**config.mk**
```make
export PLATFORM = sky130hd
export DESIGN_NAME = uart_tx_frame
export DESIGN_NICKNAME = d
export VERILOG_FILES = /design/src/rtl/uart_pkg.sv /design/src/rtl/uart_tx_frame.sv
export SDC_FILE = /design/constraint.sdc
export NUM_CORES = 1
export LEC_CHECK = 0
export CAP_MARGIN = 20
export CORE_UTILIZATION = 45
export DETAILED_ROUTE_END_ITERATION = 7
export PLACE_DENSITY = 0.65
export RECOVER_POWER = 25
export SLEW_MARGIN = 20
export SYNTH_ARGS = -nofsm -noshare
export SYNTH_HDL_FRONTEND = slang
export SYNTH_SLANG_ARGS = --single-unit
export TNS_END_PERCENT = 20
```
**constraint.sdc**
```tcl
create_clock -name clk -period 5.49 [get_ports clk]
set_input_delay 1.098 -clock clk [delete_from_list [all_inputs] [get_ports clk]]
set_output_delay 1.098 -clock clk [all_outputs]
set_load 0.05 [all_outputs]
```
**src/rtl/uart_pkg.sv**
```systemverilog
// Shared UART definitions: frame state encoding, parity-mode constants and
// the counter width helper used by both the TX and RX blocks.
package uart_pkg;

    typedef enum logic [2:0] {
        ST_IDLE   = 3'd0,
        ST_START  = 3'd1,
        ST_DATA   = 3'd2,
        ST_PARITY = 3'd3,
        ST_STOP   = 3'd4
    } tx_state_t;

    localparam logic PAR_MODE_EVEN = 1'b0;
    localparam logic PAR_MODE_ODD  = 1'b1;

    function automatic int unsigned cnt_width(input int unsigned n);
        return (n > 1) ? $clog2(n) : 1;
    endfunction

endpackage

```
**src/rtl/uart_tx_frame.sv**
```systemverilog
// Parametrised UART transmitter: start bit, LSB-first data, optional parity,
// 1 or 2 stop bits, timed by an external oversampling tick.
module uart_tx_frame
    import uart_pkg::*;
#(
    parameter int unsigned DATA_BITS  = 8,
    parameter int unsigned OVERSAMPLE = 16,
    parameter int unsigned PARITY_EN  = 0,
    parameter int unsigned PARITY_ODD = 0,
    parameter int unsigned STOP_BITS  = 1
) (
    input  logic                 clk,
    input  logic                 rst,
    input  logic                 baud_x16_en,
    input  logic                 tx_valid,
    input  logic [DATA_BITS-1:0] tx_data,
    output logic                 tx_ready,
    output logic                 serial_out,
    output logic                 tx_active,
    output logic                 data_sent
);

    localparam int unsigned CNT_W = cnt_width(OVERSAMPLE);
    localparam int unsigned IDX_W = cnt_width(DATA_BITS);
    localparam logic [CNT_W-1:0] CNT_LAST = CNT_W'(OVERSAMPLE - 1);
    localparam logic [IDX_W-1:0] IDX_LAST = IDX_W'(DATA_BITS - 1);
    localparam logic PAR_MODE = (PARITY_ODD != 0) ? PAR_MODE_ODD : PAR_MODE_EVEN;

    tx_state_t            state, state_next;
    logic [CNT_W-1:0]     tick_cnt, tick_cnt_next;
    logic [IDX_W-1:0]     bit_idx, bit_idx_next;
    logic [IDX_W-1:0]     idx_inc;
    logic                 stop_idx, stop_idx_next;
    logic [DATA_BITS-1:0] shift_reg, shift_next;
    logic                 line_q, line_next;
    logic                 sent_q, sent_next;
    logic                 accept, bit_end, last_stop, parity_bit;

    assign accept     = tx_valid && (state == ST_IDLE);
    assign bit_end    = baud_x16_en && (tick_cnt == CNT_LAST);
    assign last_stop  = (STOP_BITS < 2) || stop_idx;
    assign idx_inc    = bit_idx + IDX_W'(1);
    // PAR_MODE is 0 for even and 1 for odd, so it folds straight into the XOR.
    assign parity_bit = (^shift_reg) ^ PAR_MODE;

    always_ff @(posedge clk) begin
        if (rst) begin
            state     <= ST_IDLE;
            tick_cnt  <= '0;
            bit_idx   <= '0;
            stop_idx  <= 1'b0;
            shift_reg <= '0;
            line_q    <= 1'b1;
            sent_q    <= 1'b0;
        end else begin
            state     <= state_next;
            tick_cnt  <= tick_cnt_next;
            bit_idx   <= bit_idx_next;
            stop_idx  <= stop_idx_next;
            shift_reg <= shift_next;
            line_q    <= line_next;
            sent_q    <= sent_next;
        end
    end

    always_comb begin
        state_next    = state;
        tick_cnt_next = tick_cnt;
        bit_idx_next  = bit_idx;
        stop_idx_next = stop_idx;
        shift_next    = accept ? tx_data : shift_reg;
        line_next     = line_q;
        sent_next     = 1'b0;

        if (baud_x16_en && state != ST_IDLE) begin
            tick_cnt_next = bit_end ? '0 : tick_cnt + CNT_W'(1);
        end

        case (state)
            ST_IDLE: begin
                tick_cnt_next = '0;
                bit_idx_next  = '0;
                stop_idx_next = 1'b0;
                line_next     = 1'b1;
                if (accept) begin
                    state_next = ST_START;
                end
            end
            ST_START: begin
                // Line still high here means the start bit has not been driven yet.
                if (baud_x16_en && line_q) begin
                    line_next     = 1'b0;
                    tick_cnt_next = '0;
                end else if (bit_end) begin
                    line_next  = shift_reg[0];
                    state_next = ST_DATA;
                end
            end
            ST_DATA: begin
                if (bit_end) begin
                    if (bit_idx == IDX_LAST) begin
                        bit_idx_next = '0;
                        if (PARITY_EN != 0) begin
                            line_next  = parity_bit;
                            state_next = ST_PARITY;
                        end else begin
                            line_next  = 1'b1;
                            state_next = ST_STOP;
                        end
                    end else begin
                        bit_idx_next = idx_inc;
                        line_next    = shift_reg[idx_inc];
                    end
                end
            end
            ST_PARITY: begin
                if (bit_end) begin
                    line_next  = 1'b1;
                    state_next = ST_STOP;
                end
            end
            ST_STOP: begin
                if (bit_end) begin
                    if (last_stop) begin
                        stop_idx_next = 1'b0;
                        sent_next     = 1'b1;
                        state_next    = ST_IDLE;
                    end else begin
                        stop_idx_next = 1'b1;
                    end
                end
            end
            default: begin
                state_next    = ST_IDLE;
                tick_cnt_next = '0;
                bit_idx_next  = '0;
                stop_idx_next = 1'b0;
                line_next     = 1'b1;
            end
        endcase
    end

    always_comb begin
        tx_ready   = (state == ST_IDLE);
        tx_active  = (state != ST_IDLE);
        serial_out = line_q;
        data_sent  = sent_q;
    end

endmodule
```
==> impl_metrics.ini <==
[cts]
tritoncts = built
ctsHoldBuffers = 0
htree_levels = 1
ctsResizeCount = 0
cts_buffers = 3
clockBufferDepth = 2
post_cts_buffers = 0
cts_root_buffer = clkbuf_4
path_clk_slew_ns = 0.11
clk_latency_ns = 0.29
cts_sinks = 20

[sta]
worst_pin_slew_ns = 0.6709
grt_setup_unrepaired = no
slew-limit-headroom = 0.5513
tns_ns = 0
slew_violations = 0
skew_ns = 0.004846
post-route-period-util = 0.5827
layout_setup_ws_ns = 2.291
fmax_ghz = 0.3126
setup_viol = 0
period_needed_ns = 3.199
hold_viol_final = 0

[global_routing]
antenna_found_initial = 0
grt_use_total = 0.2057
grt_pass1_wl_um = 4008
grt_pass1_vias = 869
grt_start_max_net_pins = 20
grt-ovfl-total = 0

[critical_path]
start_kind = flip-flop
r2r_end = serial_out
crit-reg2reg-launch = bit_idx[0]
criticalPathCategory = reg -> out
crit_fanout = 19
cp-end-kind = output pin
ff2ff_setup_slack_ns = 3.43
worstRegToRegCells = 6
crit_arrival_ns = 2.10
required_ns = 4.39

[layout]
fin_cells = 173
fin_util = 0.5583
diodes = 0
final_common_cell = nand2_1
nets = 162
syn2layout_area_growth_pct = 15.63
drive_above_1_share = 0.05517
largest_reg_flops = 8
final_cell_mix = nand2_1, dfxtp_1, a21oi_1

[place]
gp_congestion = 0.8466
pre_cts_ws_ns = 2.448
portBuffers = 15
dp_hpwl_um = 1669
dp_cells = 170

[min_path]
min_from = shift_reg[5]
whs_endpoint = shift_reg[5]
hold_depth = 2
hold_class = reg -> reg

[detailed_routing]
via_count = 993
first_pass_iters = 4
totalWireLength_um = 2267
viasPerCell = 5.740
wl_per_cell_um = 13.10
ant_nets = 0
drtIter0Drc = 23
remaining_drc_errors = 0

[synth]
synthArstFlopShare = 0
synthTopCellsByArea = dfxtp_1, a21oi_1, nand2_1, mux4_2, ha_1
synthFlopType = dfxtp_1
synth_edf_count = 0
ys_ff_latch = 20
syn_area_per_cell_sq_um = 8.063
syn_area_sq_mm = 0.001089
ys_types = 36
synth_top_cell_by_area = dfxtp_1
ys_seq_area_frac = 0.3678
syn_inst = 135
synth_nets = 150
ys_warn_count = 0
yosysTopAreaCellShare = 0.3678

[flow_run]
cap_violations = 0

[floorplanning]
start_util = 0.4828
pin_count = 16
fp.dieH_um = 51.19
rows = 17
dieArea_sq_mm = 0.002620
core_sq_mm = 0.002255
die_w_um = 51.19

[power]
cellLeakagePower_uw = 0.0004494
peakVddDrop_v = 0.0001469
powerDensity_mw_per_mm2 = 282.7

[status]
status = finished clean
[cell type report]
type                       count  area, sq um
inverter                       5        18.77
clock buffer                   3        22.52
fill                         247        996.0
multi-input combinational    102        631.9
tap                           28        35.03
timing repair buffer          15        150.1
sequential                    20        400.4
[cells in the mapped netlist, types with 3 or more instances]
cell      instances
nand2_1          23
dfxtp_1          20
a21oi_1          18
clkbuf_1          7
nor2_1            7
o21ai_0           7
inv_1             5
nor3_1            5
and2_1            3
ha_1              3
nand2b_1          3
nand3_1           3
[routing by layer]
metal | vias up | wire [um] | track usage
met3 | 4 | 148 | 0.04167
met2 | 29 | 1068 | 0.3246
li1 | 503 | - | -
met5 | - | 0 | 0
met1 | 457 | 1030 | 0.2778
met4 | 0 | 19 | 0.06944
[power breakdown]
part / internal [uW] / switching [uW]
registers: 158 / 18.1
logic: 47.8 / 65.1
clock network: 25.5 / 41.9
[metrics by stage]
stage | instance area (sq um) | total power [uW] | hold WS [ns]
floorplan | 1089 | 260.6 | 0.4331
global placement | 1236 | 290.3 | 0.4421
detailed placement | 1236 | 292.2 | 0.4510
CTS | 1259 | 360.7 | 0.4668
global route | 1259 | 379.5 | 0.4798
finish | 1259 | 355.9 | 0.4647
[worst max-delay path by stage]
stage	from	to	slack, ns
2_1_floorplan	state[0]	tx_active	2.17
3_3_place_gp	rst	state[1]	2.53
3_5_place_dp	rst	state[1]	2.45
4_1_cts	state[0]	tx_ready	2.28
5_1_grt	state[0]	tx_ready	2.18
6_report	state[0]	tx_ready	2.29
[logic make-up (layout without fill, tap and decap cells)]
group	after synthesis	in the layout	share of synthesized area
AO/OA/AOI/OAI	40	40	0.2322
XOR/XNOR	1	1	0.008047
adder cells (fa/ha/maj)	3	3	0.03449
buffers and inverters	13	23	0.05173
flip-flops	20	20	0.3678
multiplexers	4	4	0.05977
AND/OR/NAND/NOR	54	54	0.2460
[critical path: stages, from the launching register on]
cell and delay (ns):
dfxtp_1 0.50, nor3_1 0.43, clkdlybuf4s50_1 0.88
(Power assumes the default switching activity.)
==> edit: new RTL, same flow settings <==
Reset style: asynchronous (`rst`), changed in one clocked block.
--- a/src/rtl/uart_tx_frame.sv
+++ b/src/rtl/uart_tx_frame.sv
@@ -43,7 +43,7 @@
     // PAR_MODE is 0 for even and 1 for odd, so it folds straight into the XOR.
     assign parity_bit = (^shift_reg) ^ PAR_MODE;
 
-    always_ff @(posedge clk) begin
+    always_ff @(posedge clk or posedge rst) begin
         if (rst) begin
             state     <= ST_IDLE;
             tick_cnt  <= '0;
Function: differs if rst is asserted again (counterexample within 4 cycles, from zero or initial values and one cycle with rst high); with rst held inactive, the same outputs for 10 cycles.
==> edit against the unedited design <==
- critical path depth grew 1
- global-route usage shrank 2.2 points
- area after synthesis grew 2.9%
- final area grew 2.0%
- sequential cell count is the same
- count of clock-buffer cells in the layout grew 1
- setup slack lost 0.075 ns
- synthesized cell count shrank 23%
- wire length shrank 12%
- worst hold slack gained 0.053 ns
- clock skew grew 0.00065 ns
- power grew 54%
- critical endpoint unchanged
- largest power group unchanged
- highest routed layer unchanged
==> edit: results (changes against the unedited design) <==
metric;value;unit;change
first-pass GRT wire length;3570;um;-11%
Distinct cells, synth;33;;-8.3%
largest net degree at the start of global routing;21;;+5.0%
slew at the pin closest to its max-slew limit;0.718;ns;+0.0473 ns
Synth Instances;104;;-23%
met1 Use GR;0.239;;-0.0389
Largest register FFs;8;;unchanged
Commonest cells post-synth;dfrtp_1 (19), nor2_1 (9), mux2_4 (8), nand2_1 (8), a21oi_1 (7);;
Peak VDD IR;0.000260;V;+77%
WL met2;946;um;-11%
metal3 WL;72;um;-51%
ys async rst share;1.00;;+1.00
worst hold-check path type;register to register;;
GPL Wtd Cong;0.781;;-7.7%
total number of vias;811;;-18%
Initial DRC Count;10;;-57%
dpl ws;2.55;ns;+0.105 ns
Wirelength per Cell;13.9;um;+6.0%
status;finished clean;;
sequential area share after synthesis;0.448;;+0.0802
Syn Nets;119;;-21%
ANT cells;0;;unchanged
vias in the first global route;804;;-7.5%
NumNets Final;132;;-19%
DRT Pass-1 Iters;4;;unchanged
placed cell area;1250;um^2;+0.91%
CP max FO;12;;-7
M3 GR Usage;0.0380;;-0.00365
Metal-1 WL;945;um;-8.3%
Worst EP arrival;2.18;ns;+0.08 ns
DPL Wire Length;1490;um;-11%
largest cells by area after synthesis;dfrtp_1 (42%), mux2_4 (11%), mux2i_1 (4.5%), ha_1 (3.4%), a21oi_1 (3.1%);;
Post-Layout Cell Count;144;;-17%
Tot GR Track Use;0.183;;-0.0223
total gr overflow;0;;unchanged
clk slew on worst S/H paths;0.11;ns;about the same
leak pwr;0.000549;uW;+22%
skew final;0.00550;ns;+0.000652 ns
IO Port Bufs;15;;unchanged
met2 Usage GRT;0.297;;-0.0276
share of layout cells above drive strength 1;0.138;;+0.0828
[edit: layout make-up]
| class | instances | area [um^2] |
|---|---|---|
| multi-input combinational | 74 | 547 |
| sequential | 20 | 502 |
| timing repair buffer | 15 | 150 |
| tap | 28 | 35.0 |
| inverter | 3 | 13.8 |
| fill | 209 | 992 |
| clock buffer | 4 | 36.3 |
[edit: kinds of logic (layout without fill, tap and decap cells)]
| group | Yosys count | count (layout) | synth area share |
|---|---|---|---|
| AO/OA/AOI/OAI | 22 | 22 | 0.130 |
| flip-flops | 20 | 20 | 0.448 |
| XOR/XNOR | 1 | 1 | 0.00782 |
| adder cells (fa/ha/maj) | 3 | 3 | 0.0335 |
| buffers and inverters | 10 | 22 | 0.0637 |
| AND/OR/NAND/NOR | 35 | 35 | 0.165 |
| multiplexers | 13 | 13 | 0.152 |
[edit: power breakdown]
part | leakage (uW) | total, uW | switching [uW] | internal (uW)
clock | 0.0000210 | 84.3 | 43.8 | 40.5
combinational | 0.000276 | 226 | 111 | 115
sequential | 0.000252 | 238 | 42.2 | 196
[edit: path summary, 6_finish.rpt]
path,from,to,slack [ns],cells after the start
setup / recovery,state[0]$_DFFE_PP0P_,tx_ready,2.22,3
hold / removal,tick_cnt[3]$_DFF_PP0_,tick_cnt[3]$_DFF_PP0_,0.52,1
setup reg to reg,state[0]$_DFFE_PP0P_,shift_reg[3]$_DFFE_PP0P_,3.74,4
hold reg to reg,tick_cnt[3]$_DFF_PP0_,tick_cnt[3]$_DFF_PP0_,0.52,1
max in group asynchronous,rst,state[1]$_DFFE_PP0P_,3.69,2
min in group asynchronous,rst,tick_cnt[1]$_DFF_PP0_,1.34,2
[edit: critical path, cell delays in order (launching register included)]
cell and delay (ns):
dfrtp_1 0.53, or3_4 0.49, inv_4 0.07, clkdlybuf4s50_1 0.79
